[config.mk]
export PLATFORM = sky130hd
export DESIGN_NAME = key_debounce
export DESIGN_NICKNAME = d
export VERILOG_FILES = /design/src/rtl/key_pkg.sv /design/src/rtl/key_sync2.sv /design/src/rtl/key_debounce.sv
export SDC_FILE = /design/constraint.sdc
export NUM_CORES = 1
export LEC_CHECK = 0
export CORE_MARGIN = 3
export CORE_UTILIZATION = 43
export DETAILED_ROUTE_END_ITERATION = 12
export GPL_TIMING_DRIVEN = 0
export PLACE_DENSITY = 0.67
export SLEW_MARGIN = 20
export SYNTH_ARGS = -nofsm -noshare
export SYNTH_HDL_FRONTEND = slang
export SYNTH_SLANG_ARGS = --single-unit
[constraint.sdc]
create_clock -name sys_clk -period 3.7 [get_ports sys_clk]
set_clock_uncertainty 0.05 [all_clocks]
set_input_delay 0.555 -clock sys_clk [delete_from_list [all_inputs] [get_ports sys_clk]]
set_output_delay 0.555 -clock sys_clk [all_outputs]
set_load 0.02 [all_outputs]
[src/rtl/key_pkg.sv]
`default_nettype none
// ============================================================================
//  Module      : key_pkg
//  Description : Shared definitions for the key input path: debounce FSM
//                state encoding and the default 50 MHz timing constants.
//  Ports       : none (package)
//  Revision    : 1.0  initial release
// ============================================================================
package key_pkg;

  // Debounce FSM states. Encoding is fixed so other key-path blocks and
  // debug views can decode a raw state value consistently.
  typedef enum logic [1:0] {
    IDLE         = 2'd0,  // released, stable
    PRESS_WAIT   = 2'd1,  // low seen, qualifying the press
    PRESSED      = 2'd2,  // pressed, stable
    RELEASE_WAIT = 2'd3   // high seen, qualifying the release
  } key_state_e;

  // 20 ms debounce window and 1 s long-press time at a 50 MHz clock.
  localparam int KEY_DEB_CNT_50M  = 1_000_000;
  localparam int KEY_LONG_CNT_50M = 50_000_000;

endpackage
`default_nettype wire

[src/rtl/key_sync2.sv]
`default_nettype none
// ============================================================================
//  Module      : key_sync2
//  Description : Two-flop synchroniser for a single asynchronous pin input.
//                Both flops load RST_VAL on reset, so the synchronised
//                output starts at the pin's inactive level.
//  Ports       : sys_clk   - system clock, rising edge
//                sys_rst_n - asynchronous active-low reset
//                d_i       - raw asynchronous input
//                q_o       - synchronised output (two cycles of latency)
//  Revision    : 1.0  initial release
// ============================================================================
module key_sync2 #(
  parameter logic RST_VAL = 1'b1
) (
  input  logic sys_clk,
  input  logic sys_rst_n,
  input  logic d_i,
  output logic q_o
);

  logic meta_q;
  logic sync_q;

  always_ff @(posedge sys_clk or negedge sys_rst_n) begin
    if (!sys_rst_n) begin
      meta_q <= RST_VAL;
      sync_q <= RST_VAL;
    end else begin
      meta_q <= d_i;
      sync_q <= meta_q;
    end
  end

  assign q_o = sync_q;

endmodule
`default_nettype wire

[src/rtl/key_debounce.sv]
`default_nettype none
// ============================================================================
//  Module      : key_debounce
//  Description : Debounces one raw active-low key. Produces a glitch-free
//                registered level plus one-cycle press, release and
//                long-press pulses.
//  Parameters  : DEB_CNT  - stable synchronised samples needed to accept a
//                           transition (>= 2)
//                LONG_CNT - cycles key_filter must stay low before key_long
//                           fires (> DEB_CNT)
//  Ports       : sys_clk     - system clock, rising edge
//                sys_rst_n   - asynchronous active-low reset
//                key         - raw key pin, 0 = pressed
//                key_filter  - debounced level, 0 = pressed (registered)
//                key_press   - one-cycle pulse as key_filter falls
//                key_release - one-cycle pulse as key_filter rises
//                key_long    - one-cycle pulse, at most once per press
//  Revision    : 1.0  initial release
// ============================================================================
module key_debounce
  import key_pkg::*;
#(
  parameter int DEB_CNT  = KEY_DEB_CNT_50M,
  parameter int LONG_CNT = KEY_LONG_CNT_50M
) (
  input  logic sys_clk,
  input  logic sys_rst_n,
  input  logic key,
  output logic key_filter,
  output logic key_press,
  output logic key_release,
  output logic key_long
);

  localparam int DEB_W  = $clog2(DEB_CNT);
  localparam int LONG_W = $clog2(LONG_CNT + 1);

  localparam logic [DEB_W-1:0]  DEB_LAST  = DEB_W'(DEB_CNT - 1);
  localparam logic [LONG_W-1:0] LONG_LAST = LONG_W'(LONG_CNT - 1);
  localparam logic [LONG_W-1:0] LONG_SAT  = LONG_W'(LONG_CNT);

  logic key_s;

  key_sync2 #(
    .RST_VAL (1'b1)
  ) u_sync (
    .sys_clk   (sys_clk),
    .sys_rst_n (sys_rst_n),
    .d_i       (key),
    .q_o       (key_s)
  );

  key_state_e        state_q,    state_d;
  logic [DEB_W-1:0]  deb_cnt_q,  deb_cnt_d;
  logic [LONG_W-1:0] long_cnt_q, long_cnt_d;
  logic              filter_q,   filter_d;
  logic              press_q,    press_d;
  logic              release_q,  release_d;
  logic              long_q,     long_d;
  logic              long_run;

  always_ff @(posedge sys_clk or negedge sys_rst_n) begin
    if (!sys_rst_n) begin
      state_q    <= IDLE;
      deb_cnt_q  <= '0;
      long_cnt_q <= '0;
      filter_q   <= 1'b1;
      press_q    <= 1'b0;
      release_q  <= 1'b0;
      long_q     <= 1'b0;
    end else begin
      state_q    <= state_d;
      deb_cnt_q  <= deb_cnt_d;
      long_cnt_q <= long_cnt_d;
      filter_q   <= filter_d;
      press_q    <= press_d;
      release_q  <= release_d;
      long_q     <= long_d;
    end
  end

  // Debounce FSM. Any sample opposite to the transition being qualified
  // drops straight back to the stable state, so the window restarts from 0.
  always_comb begin
    state_d   = state_q;
    deb_cnt_d = deb_cnt_q;
    filter_d  = filter_q;
    press_d   = 1'b0;
    release_d = 1'b0;

    case (state_q)
      IDLE: begin
        if (!key_s) begin
          state_d   = PRESS_WAIT;
          deb_cnt_d = '0;
        end
      end
      PRESS_WAIT: begin
        if (key_s) begin
          state_d   = IDLE;
          deb_cnt_d = '0;
        end else if (deb_cnt_q == DEB_LAST) begin
          state_d  = PRESSED;
          filter_d = 1'b0;
          press_d  = 1'b1;
        end else begin
          deb_cnt_d = deb_cnt_q + 1'b1;
        end
      end
      PRESSED: begin
        if (key_s) begin
          state_d   = RELEASE_WAIT;
          deb_cnt_d = '0;
        end
      end
      RELEASE_WAIT: begin
        if (!key_s) begin
          state_d   = PRESSED;
          deb_cnt_d = '0;
        end else if (deb_cnt_q == DEB_LAST) begin
          state_d   = IDLE;
          filter_d  = 1'b1;
          release_d = 1'b1;
        end else begin
          deb_cnt_d = deb_cnt_q + 1'b1;
        end
      end
      default: begin
        state_d   = IDLE;
        deb_cnt_d = '0;
      end
    endcase
  end

  // Long-press timer runs for as long as the press is accepted, including
  // while a release is still being qualified, so release bounce does not
  // restart it. Saturating one past the pulse point guarantees a single
  // key_long per press.
  always_comb begin
    long_run   = (state_q == PRESSED) || (state_q == RELEASE_WAIT);
    long_cnt_d = '0;
    long_d     = 1'b0;
    if (long_run) begin
      long_cnt_d = (long_cnt_q == LONG_SAT) ? long_cnt_q : long_cnt_q + 1'b1;
      long_d     = (long_cnt_q == LONG_LAST);
    end
  end

  assign key_filter  = filter_q;
  assign key_press   = press_q;
  assign key_release = release_q;
  assign key_long    = long_q;

endmodule
`default_nettype wire

==> impl_metrics.py, run 1 <==
metrics = {
    "cts": {
        "cts_hold_buf": 0,
        "htreeDepth": 2,
        "cts_made_buffers": 5,
        "clk_latency_ns": 0.30,
        "cts_tree": "yes",
        "clock_sinks": 54,
        "clock_path_buffers": 2,
        "root_buffer": "clkbuf_8",
        "cts_setup_buffers": 0,
        "clkTransAtPathRegs_ns": 0.10,
        "cts_resized": 0,
    },
    "synthesis": {
        "synth_fp_nets": 291,
        "syn-cell-area_um2": 2780,
        "synth_ff_type": "dfrtp_1",
        "synth.distinct_cells": 47,
        "synth_area_per_cell_um2": 9.77,
        "synth.area.top_cells": "dfrtp_1, xnor2_1, and2_1",
        "synthArstFlopShare_pct": 100,
        "syn_inst": 285,
        "synth_warnings": 0,
        "ys_seq_area_share_pct": 48.7,
        "synth_top_area_share_pct": 45.8,
        "synth-edff-count": 0,
        "yosysTopAreaCell": "dfrtp_1",
        "yosys_register_bits": 54,
    },
    "critical_path": {
        "critPathCaptureType": "flip-flop",
        "crit_type": "reg -> reg",
        "worstPathRequired_ns": 3.87,
        "ff2ff_path_depth": 5,
        "critical_path_arrival_ns": 2.48,
        "crit_fanout": 8,
        "start_kind": "flip-flop",
    },
    "die": {
        "initial_core_util_pct": 45.7,
        "die_x_um": 86.5,
        "row_count": 28,
        "die_y_um": 86.5,
        "dieArea_um2": 7480,
        "fp.coreArea_um2": 6100,
        "ios": 7,
    },
    "detailed_routing": {
        "detail-route-antenna-nets": 0,
        "routed_wl_um": 5450,
        "num_vias": 2150,
        "wire_per_inst_um": 14.6,
        "drt_iter0_drc": 148,
        "drt_first_pass_iters": 4,
        "drcViolationCount": 0,
        "avgViaCountPerCell": 5.75,
    },
    "global_route": {
        "overflow": 0,
        "grt_usage_pct": 16.2,
        "antenna_found_initial": 0,
        "grt_pass1_wl_um": 9770,
        "grt_max_degree": 55,
        "grt_pass1_vias": 1994,
    },
    "placed_design": {
        "gp_congestion": 0.820,
        "place_hpwl_um": 3690,
        "io_buffers": 6,
        "placed_area_um2": 2940,
    },
    "timing": {
        "rsz0062_at_grt": "no",
        "min_period_ns": 2.31,
        "setup_viol": 0,
        "timing.final.crit_share_pct": 62.3,
        "slew_headroom_pct": 40.9,
        "worstMarginPinSlew_ns": 0.878,
        "fmax_mhz": 434,
        "hold_viol_final": 0,
        "hold-worst-slack_ns": 0.216,
        "final_max_slew_viol_count": 0,
        "timing.setup.tns_ns": 0,
    },
    "final_layout": {
        "final_nets": 304,
        "design_area_um2": 3040,
        "diodes": 0,
        "fin_util_pct": 49.9,
        "drive_above_1_share_pct": 5.02,
        "areaGrowthSynthToFinish_pct": 9.26,
    },
    "run_status": {
        "outcome": "complete, no violations",
    },
    "pwr": {
        "vdd_drop_max_mv": 0.200,
        "power_leakage_nw": 1.23,
        "powerDensity_nw_per_um2": 346,
    },
    "run": {
        "drv_cap": 0,
    },
    "min_path": {
        "hold_class": "in -> async",
    },
}
-- cell usage in the layout, fill, tap and decap left out, drive strengths merged, types with 3 or more instances in the layout --
cell           netlist  routed
a21boi               3       3
or4                  3       3
o21ai               18      18
clkdlybuf4s50        0       5
or3                  6       6
nor3                 8       8
dfrtp               51      51
inv                  5       5
ha                   3       3
and3                 8       8
clkbuf              12      19
a21oi                8       8
nand2               19      19
and4                 6       6
nor2                12      12
xor2                 7       7
nand3               18      18
o21a                 3       3
nand4               18      18
and2                24      24
a31oi                7       7
xnor2               18      18
dfstp                3       3
-- routing by layer --
| metal | part of all wire, % | global-route usage [%] |
|---|---|---|
| met1 | 52 | 24.8 |
| met5 | 0 | 0 |
| met2 | 43 | 23.1 |
| met4 | 1.1 | 5.24 |
| met3 | 4.2 | 3.14 |
-- synthesized netlist by cell type, types with 2 or more instances --
cell type,count
dfrtp_1,51
nand4_1,18
a31oi_1,7
or3_1,5
dfstp_2,3
o31ai_1,2
nor2_1,11
o21a_1,3
and4_1,6
o21ai_0,18
and4b_1,2
nor2b_1,2
nor3_1,8
nand2b_1,2
and2_1,23
a21boi_0,3
xnor2_1,18
xor2_1,7
a21oi_1,8
nand3_1,18
clkbuf_1,12
or4_1,2
nand2_1,19
ha_1,3
inv_1,5
and3_1,8
-- layout make-up --
cell class / count / area (um^2)
multi-input combinational: 214 / 1370
clock buffer: 7 / 76.3
inverter: 5 / 18.8
fill: 581 / 3050
buffer: 12 / 45.0
sequential: 54 / 1360
clock inverter: 1 / 30.0
tap: 75 / 93.8
timing repair buffer: 6 / 57.6
-- path summary, 6_finish.rpt --
check | startpoint | to | slack, ns
min in group sys_clk | u_sync.meta_q | u_sync.q_o | 0.31
max reg2reg | deb_cnt_q[7] | deb_cnt_q[0] | 1.39
min reg2reg | u_sync.meta_q | u_sync.q_o | 0.31
max | deb_cnt_q[7] | deb_cnt_q[0] | 1.39
min | sys_rst_n | long_cnt_q[3] | 0.22
max in group asynchronous | sys_rst_n | deb_cnt_q[18] | 2.92
-- report_power, final --
part | leakage (nW) | switching [mW] | total, mW | internal, mW
Clock | 0.0524 | 0.189 | 0.392 | 0.203
Combinational | 0.436 | 0.0310 | 0.0456 | 0.0146
Sequential | 0.740 | 0.0146 | 0.615 | 0.601
-- kinds of logic (layout without fill, tap and decap cells) --
| family | count (synthesis) | count (layout) | synth area share, % |
|---|---|---|---|
| muxes | 1 | 1 | 0.360 |
| and+or+nand+nor | 134 | 134 | 28.1 |
| DFF | 54 | 54 | 48.7 |
| buffers and inverters | 17 | 31 | 2.29 |
| adders and majority gates | 3 | 3 | 1.35 |
| AOI/OAI and AO/OA | 51 | 51 | 11.4 |
| xor gates and xnor gates | 25 | 25 | 7.87 |
-- state kept, by name (all words and copies together), names as in the netlist, named ones only --
name,cells
key_long,1
long_cnt_q,26
key_press,1
u_sync.q_o,1
key_release,1
key_filter,1
u_sync.meta_q,1
state_q,1
deb_cnt_q,20
-- per-stage QoR --
stage / worst slack (ns) / power, mW / std cells
after global placement: 0.355 / 0.671 / 366
after global routing: 1.20 / 1.10 / 374
final: 1.39 / 1.05 / 374
after floorplan: 1.59 / 0.649 / 285
after detailed placement: 1.46 / 0.672 / 366
after CTS: 1.40 / 1.07 / 374
-- worst max-delay path, stage by stage (launching register included) --
cell and delay [ns]:
dfrtp_1 0.47, or4_1 0.58, or4_4 0.46, nor3_1 0.28
nand2_1 0.17, a31oi_1 0.22
(Power assumes the default switching activity.)
==> inputs of run 2 (changes only) <==
==> constraint.sdc (replaced) <==
create_clock -name sys_clk -period 2.2 [get_ports sys_clk]
set_clock_uncertainty 0.05 [all_clocks]
set_input_delay 0.33 -clock sys_clk [delete_from_list [all_inputs] [get_ports sys_clk]]
set_output_delay 0.33 -clock sys_clk [all_outputs]
set_load 0.02 [all_outputs]
==> run 2 against run 1 <==
Critical endpoint is now deb_cnt_q[5]. Worst hold slack got worse by 0.22 ns. Non-clock buffer count down 1. Maximum frequency increased by 7.3%. The run now ends with negative hold slack left. Sequential share of layout area down 0.78 points.
==> impl_metrics.py, run 2 (same netlist as run 1, synthesis figures left out) <==
metrics = {
    "run_status": {
        "outcome": "finished with violations",
        "violations": "negative hold slack",
    },
    "global_route": {
        "grt_max_degree": 55,
        "antenna_found_initial": 0,
        "grt_usage_pct": 16.4,
        "grt_pass1_vias": 2019,
        "grt_pass1_wl_um": 9890,
        "overflow": 0,
    },
    "final_layout": {
        "drive_above_1_share_pct": 9.73,
        "largest_reg_flops": 26,
        "final_nets": 303,
        "n_fill_cell": 565,
        "areaGrowthSynthToFinish_pct": 11.5,
        "diodes": 0,
        "multi_input_area_um2": 1420,
        "design_area_um2": 3100,
        "regMostFlops": "long_cnt_q",
        "reg_top3": "long_cnt_q: 26 flops, deb_cnt_q: 20 flops",
        "mostFrequentLayoutCell": "dfrtp_1",
        "fin_util_pct": 50.9,
        "final_cell_mix": "dfrtp_1, and2_1",
        "regArea_um2": 1360,
    },
    "timing": {
        "fmax_mhz": 466,
        "hold-worst-slack_ns": -0.00461,
        "setup_viol": 0,
        "slew_headroom_pct": 55.1,
        "min_period_ns": 2.15,
        "timing.final.crit_share_pct": 97.6,
        "rsz0062_at_grt": "yes",
        "hold_viol_final": 5,
        "timing.setup.tns_ns": 0,
        "worstMarginPinSlew_ns": 0.673,
        "finalWorstSetupSlack_ns": 0.0521,
        "final_max_slew_viol_count": 0,
    },
    "die": {
        "initial_core_util_pct": 45.7,
        "die_x_um": 86.5,
        "fp.coreArea_um2": 6100,
        "dieArea_um2": 7480,
        "ios": 7,
        "die_y_um": 86.5,
        "row_count": 28,
    },
    "critical_path": {
        "crit_path_max_incr_delay_ns": 0.58,
        "crit_type": "reg -> reg",
        "critical_path_arrival_ns": 2.31,
        "crit_fanout": 5,
        "path_cells": "or4_4 > or4_1 > and2_1 > a311oi_1",
        "worstPathRequired_ns": 2.36,
        "timing.critical_path.buf_inv": 0,
        "start_kind": "flip-flop",
        "slowest_stage": "or4_1",
        "critPathCaptureType": "flip-flop",
        "critPathLaunch": "deb_cnt_q[7]",
        "crit_family": "simple AND/OR/NAND/NOR gates",
        "r2r_start": "deb_cnt_q[7]",
    },
    "pwr": {
        "vdd_drop_max_mv": 0.335,
        "power_leakage_nw": 1.27,
        "powerDensity_nw_per_um2": 573,
    },
    "cts": {
        "htreeDepth": 2,
        "clock_sinks": 54,
        "cts_tree": "yes",
        "clock_path_buffers": 2,
        "cts_made_buffers": 5,
        "clkTransAtPathRegs_ns": 0.10,
        "root_buffer": "clkbuf_8",
        "clk_latency_ns": 0.30,
    },
    "detailed_routing": {
        "detail-route-antenna-nets": 0,
        "avgViaCountPerCell": 5.86,
        "drcViolationCount": 0,
        "num_vias": 2186,
        "routed_wl_um": 5560,
        "wire_per_inst_um": 14.9,
        "drt_first_pass_iters": 4,
        "drt_iter0_drc": 148,
    },
    "placed_design": {
        "io_buffers": 6,
        "placed_area_um2": 2940,
        "place_hpwl_um": 3690,
        "post-place-ws_ns": -0.0416,
        "gp_congestion": 0.820,
    },
    "run": {
        "drv_cap": 0,
    },
    "min_path": {
        "hold_class": "in -> async",
    },
}
[run 2: cell types whose count changed in the layout (fill, tap and decap cells not counted), sizes merged]
| cell | change |
|---|---|
| buf | +2 |
| clkbuf | -3 |
[run 2: worst paths after layout]
check                                      to  slack [ns]  cells past startpoint
worst max-delay path             deb_cnt_q[5]        0.05                      4
worst min-delay path            long_cnt_q[3]      -0.005                      1
worst max register to register   deb_cnt_q[5]        0.05                      4
worst min register to register     u_sync.q_o        0.31                      0
max in group asynchronous        deb_cnt_q[4]        1.60                      1
min in group sys_clk               u_sync.q_o        0.31                      0
[run 2: timing repair]
action                                  4_1_cts  5_1_grt
pin swaps                                     0        1
hold buffers                                  0        0
endpoints found under the setup margin       13       17
setup buffers                                 2        0
resized for setup                             6        9
[run 2: area by class of cell]
cell class / count / share of cell area [%]
clock inverter: 1 / 0.967
tap: 75 / 3.02
timing repair buffer: 8 / 2.34
clock buffer: 7 / 2.46
sequential: 54 / 43.8
multi-input combinational: 214 / 45.7
inverter: 5 / 0.605
buffer: 9 / 1.13
[run 2: per-layer routing]
metal,vias up,wire (um),GRT usage [%]
met1,1083,2860,24.9
met3,5,195,3.14
met2,45,2450,23.5
li1,1053,-,-
met4,0,57,5.38
met5,-,0,0
[run 2: power by group]
group	internal (mW)	switching, mW	total, mW
Clock	0.341	0.316	0.657
Sequential	1.01	0.0263	1.04
Combinational	0.0278	0.0558	0.0835
[run 2: per-stage QoR]
| stage | total power, mW | hold WS (ns) | std cells |
|---|---|---|---|
| 3_3_place_gp | 1.13 | 0.297 | 366 |
| 2_1_floorplan | 1.09 | -0.0156 | 285 |
| 6_report | 1.78 | -0.00461 | 373 |
| 4_1_cts | 1.79 | 0.0349 | 376 |
| 5_1_grt | 1.86 | 0.0430 | 373 |
| 3_5_place_dp | 1.13 | 0.298 | 366 |
==> inputs of run 3 (changes only) <==
--- a/config.mk
+++ b/config.mk
@@ -5,7 +5,7 @@
 export SDC_FILE = /design/constraint.sdc
 export NUM_CORES = 1
 export LEC_CHECK = 0
-export CORE_MARGIN = 3
+export CORE_MARGIN = 4
 export CORE_UTILIZATION = 43
 export DETAILED_ROUTE_END_ITERATION = 12
 export GPL_TIMING_DRIVEN = 0
==> run 3 against run 2 <==
Maximum frequency is 0.35% higher. The run still ends with negative hold slack left. Critical path type unchanged. Largest cell class unchanged. Flip-flop and latch count stayed put. Clock power is 4.3% higher.
==> impl_metrics.py, run 3 (same netlist as run 1, synthesis figures left out) <==
metrics = {
    "critical_path": {
        "critical_path_arrival_ns": 2.30,
        "path_cells": "or4_4 > or4_1 > and2_1 > a311oi_1",
        "crit_family": "simple AND/OR/NAND/NOR gates",
        "ff2ff_path_depth": 4,
        "crit_type": "reg -> reg",
        "timing.critical_path.buf_inv": 0,
        "slowest_stage": "or4_1",
        "r2r_setup_slack_ns": 0.06,
        "start_kind": "flip-flop",
        "critPathCaptureType": "flip-flop",
        "worstPathRequired_ns": 2.36,
        "crit_path_max_incr_delay_ns": 0.57,
        "r2r_end": "deb_cnt_q[5]",
        "r2r_start": "deb_cnt_q[7]",
        "crit_fanout": 5,
    },
    "cts": {
        "root_buffer": "clkbuf_8",
        "cts_made_buffers": 5,
        "clock_sinks": 54,
        "clk_latency_ns": 0.31,
        "cts_hold_buf": 0,
        "cts_tree": "yes",
        "clock_path_buffers": 2,
        "htreeDepth": 2,
        "clkTransAtPathRegs_ns": 0.09,
    },
    "run_status": {
        "outcome": "finished with violations",
        "violations": "negative hold slack",
    },
    "timing": {
        "timing.setup.tns_ns": 0,
        "rsz0062_at_grt": "yes",
        "timing.final.crit_share_pct": 97.3,
        "finalWorstSetupSlack_ns": 0.0595,
        "slew_headroom_pct": 55.8,
        "final_max_slew_viol_count": 0,
        "hold-worst-slack_ns": -0.0172,
        "worstMarginPinSlew_ns": 0.662,
        "setup_viol": 0,
        "min_period_ns": 2.14,
        "hold_viol_final": 7,
        "fmax_mhz": 467,
    },
    "final_layout": {
        "regMostFlops": "long_cnt_q",
        "mostFrequentLayoutCell": "dfrtp_1",
        "largest_reg_flops": 26,
        "regArea_um2": 1360,
        "reg_top3": "long_cnt_q: 26 flops, deb_cnt_q: 20 flops",
        "final_nets": 304,
        "diodes": 0,
        "final_cell_mix": "dfrtp_1, and2_1, nand3_1, nand4_1, xnor2_1",
        "instances_no_fill": 376,
        "areaGrowthSynthToFinish_pct": 11.8,
        "drive_above_1_share_pct": 9.70,
        "n_fill_cell": 615,
        "multi_input_area_um2": 1410,
    },
    "detailed_routing": {
        "drt_iter0_drc": 197,
        "avgViaCountPerCell": 5.82,
        "wire_per_inst_um": 14.8,
        "routed_wl_um": 5580,
        "drcViolationCount": 0,
        "drt_first_pass_iters": 4,
        "detail-route-antenna-nets": 0,
        "num_vias": 2190,
    },
    "die": {
        "row_count": 29,
        "ios": 7,
        "fp.coreArea_um2": 6310,
        "die_y_um": 88.5,
        "die_x_um": 88.5,
        "dieArea_um2": 7830,
        "initial_core_util_pct": 44.1,
    },
    "run": {
        "drv_cap": 0,
    },
    "global_route": {
        "grt_usage_pct": 15.9,
        "grt_pass1_vias": 2052,
        "grt_pass1_wl_um": 9830,
        "overflow": 0,
        "grt_max_degree": 55,
        "antenna_found_initial": 0,
    },
    "placed_design": {
        "dp.cells": 368,
        "io_buffers": 6,
        "gp_congestion": 0.816,
        "post-place-ws_ns": -0.0456,
        "place_hpwl_um": 3840,
    },
    "min_path": {
        "hold_class": "in -> async",
    },
    "pwr": {
        "powerDensity_nw_per_um2": 578,
        "power_leakage_nw": 1.27,
        "vdd_drop_max_mv": 0.272,
    },
}
[run 3: what timing repair did]
action | in CTS | in global routing
endpoints found under the setup margin | 10 | 22
pin swaps | 1 | 1
setup buffers | 1 | 1
resized for setup | 3 | 13
[run 3: how the worst max path moves through the flow]
stage / cells past startpoint / from / end
5_1_grt: 5 / deb_cnt_q[16] / deb_cnt_q[5]
2_1_floorplan: 5 / deb_cnt_q[7] / key_filter
4_1_cts: 5 / deb_cnt_q[11] / deb_cnt_q[0]
3_3_place_gp: 1 / sys_rst_n / deb_cnt_q[17]
6_report: 4 / deb_cnt_q[7] / deb_cnt_q[5]
3_5_place_dp: 5 / deb_cnt_q[7] / key_filter
[run 3: layout make-up]
type                            instances  share of cell area, %
Multi-Input combinational cell        214                   45.3
Sequential cell                        54                   43.7
Tap cell                               77                   3.10
Clock buffer                            7                   2.77
Timing Repair Buffer                    8                   2.33
Buffer                                 10                   1.25
Clock inverter                          1                  0.965
Inverter                                5                  0.603
[run 3: per-stage QoR]
step	total power [mW]	hold WS [ns]	area (um^2)	util, %
after global placement	1.13	0.297	2940	46.6
after global routing	1.88	0.0545	3110	49.3
after floorplan	1.09	-0.0156	2780	-
after detailed placement	1.13	0.298	2940	46.5
final	1.80	-0.0172	3110	49.3
after CTS	1.82	0.0298	3080	48.7
[run 3: where the power goes]
part	internal, mW	leakage [nW]	total (mW)	switching (mW)
sequential	1.01	0.735	1.03	0.0237
combinational	0.0256	0.482	0.0782	0.0526
clock	0.371	0.0585	0.685	0.314
[run 3: layer usage]
| layer | GRT usage [%] | share of wire (%) | vias to the layer above |
|---|---|---|---|
| li1 | - | - | 1064 |
| met1 | 23.8 | 49 | 1071 |
| met2 | 23.2 | 45 | 49 |
| met3 | 3.07 | 4.2 | 6 |
| met4 | 4.95 | 1.4 | 0 |
| met5 | 0 | 0 | - |
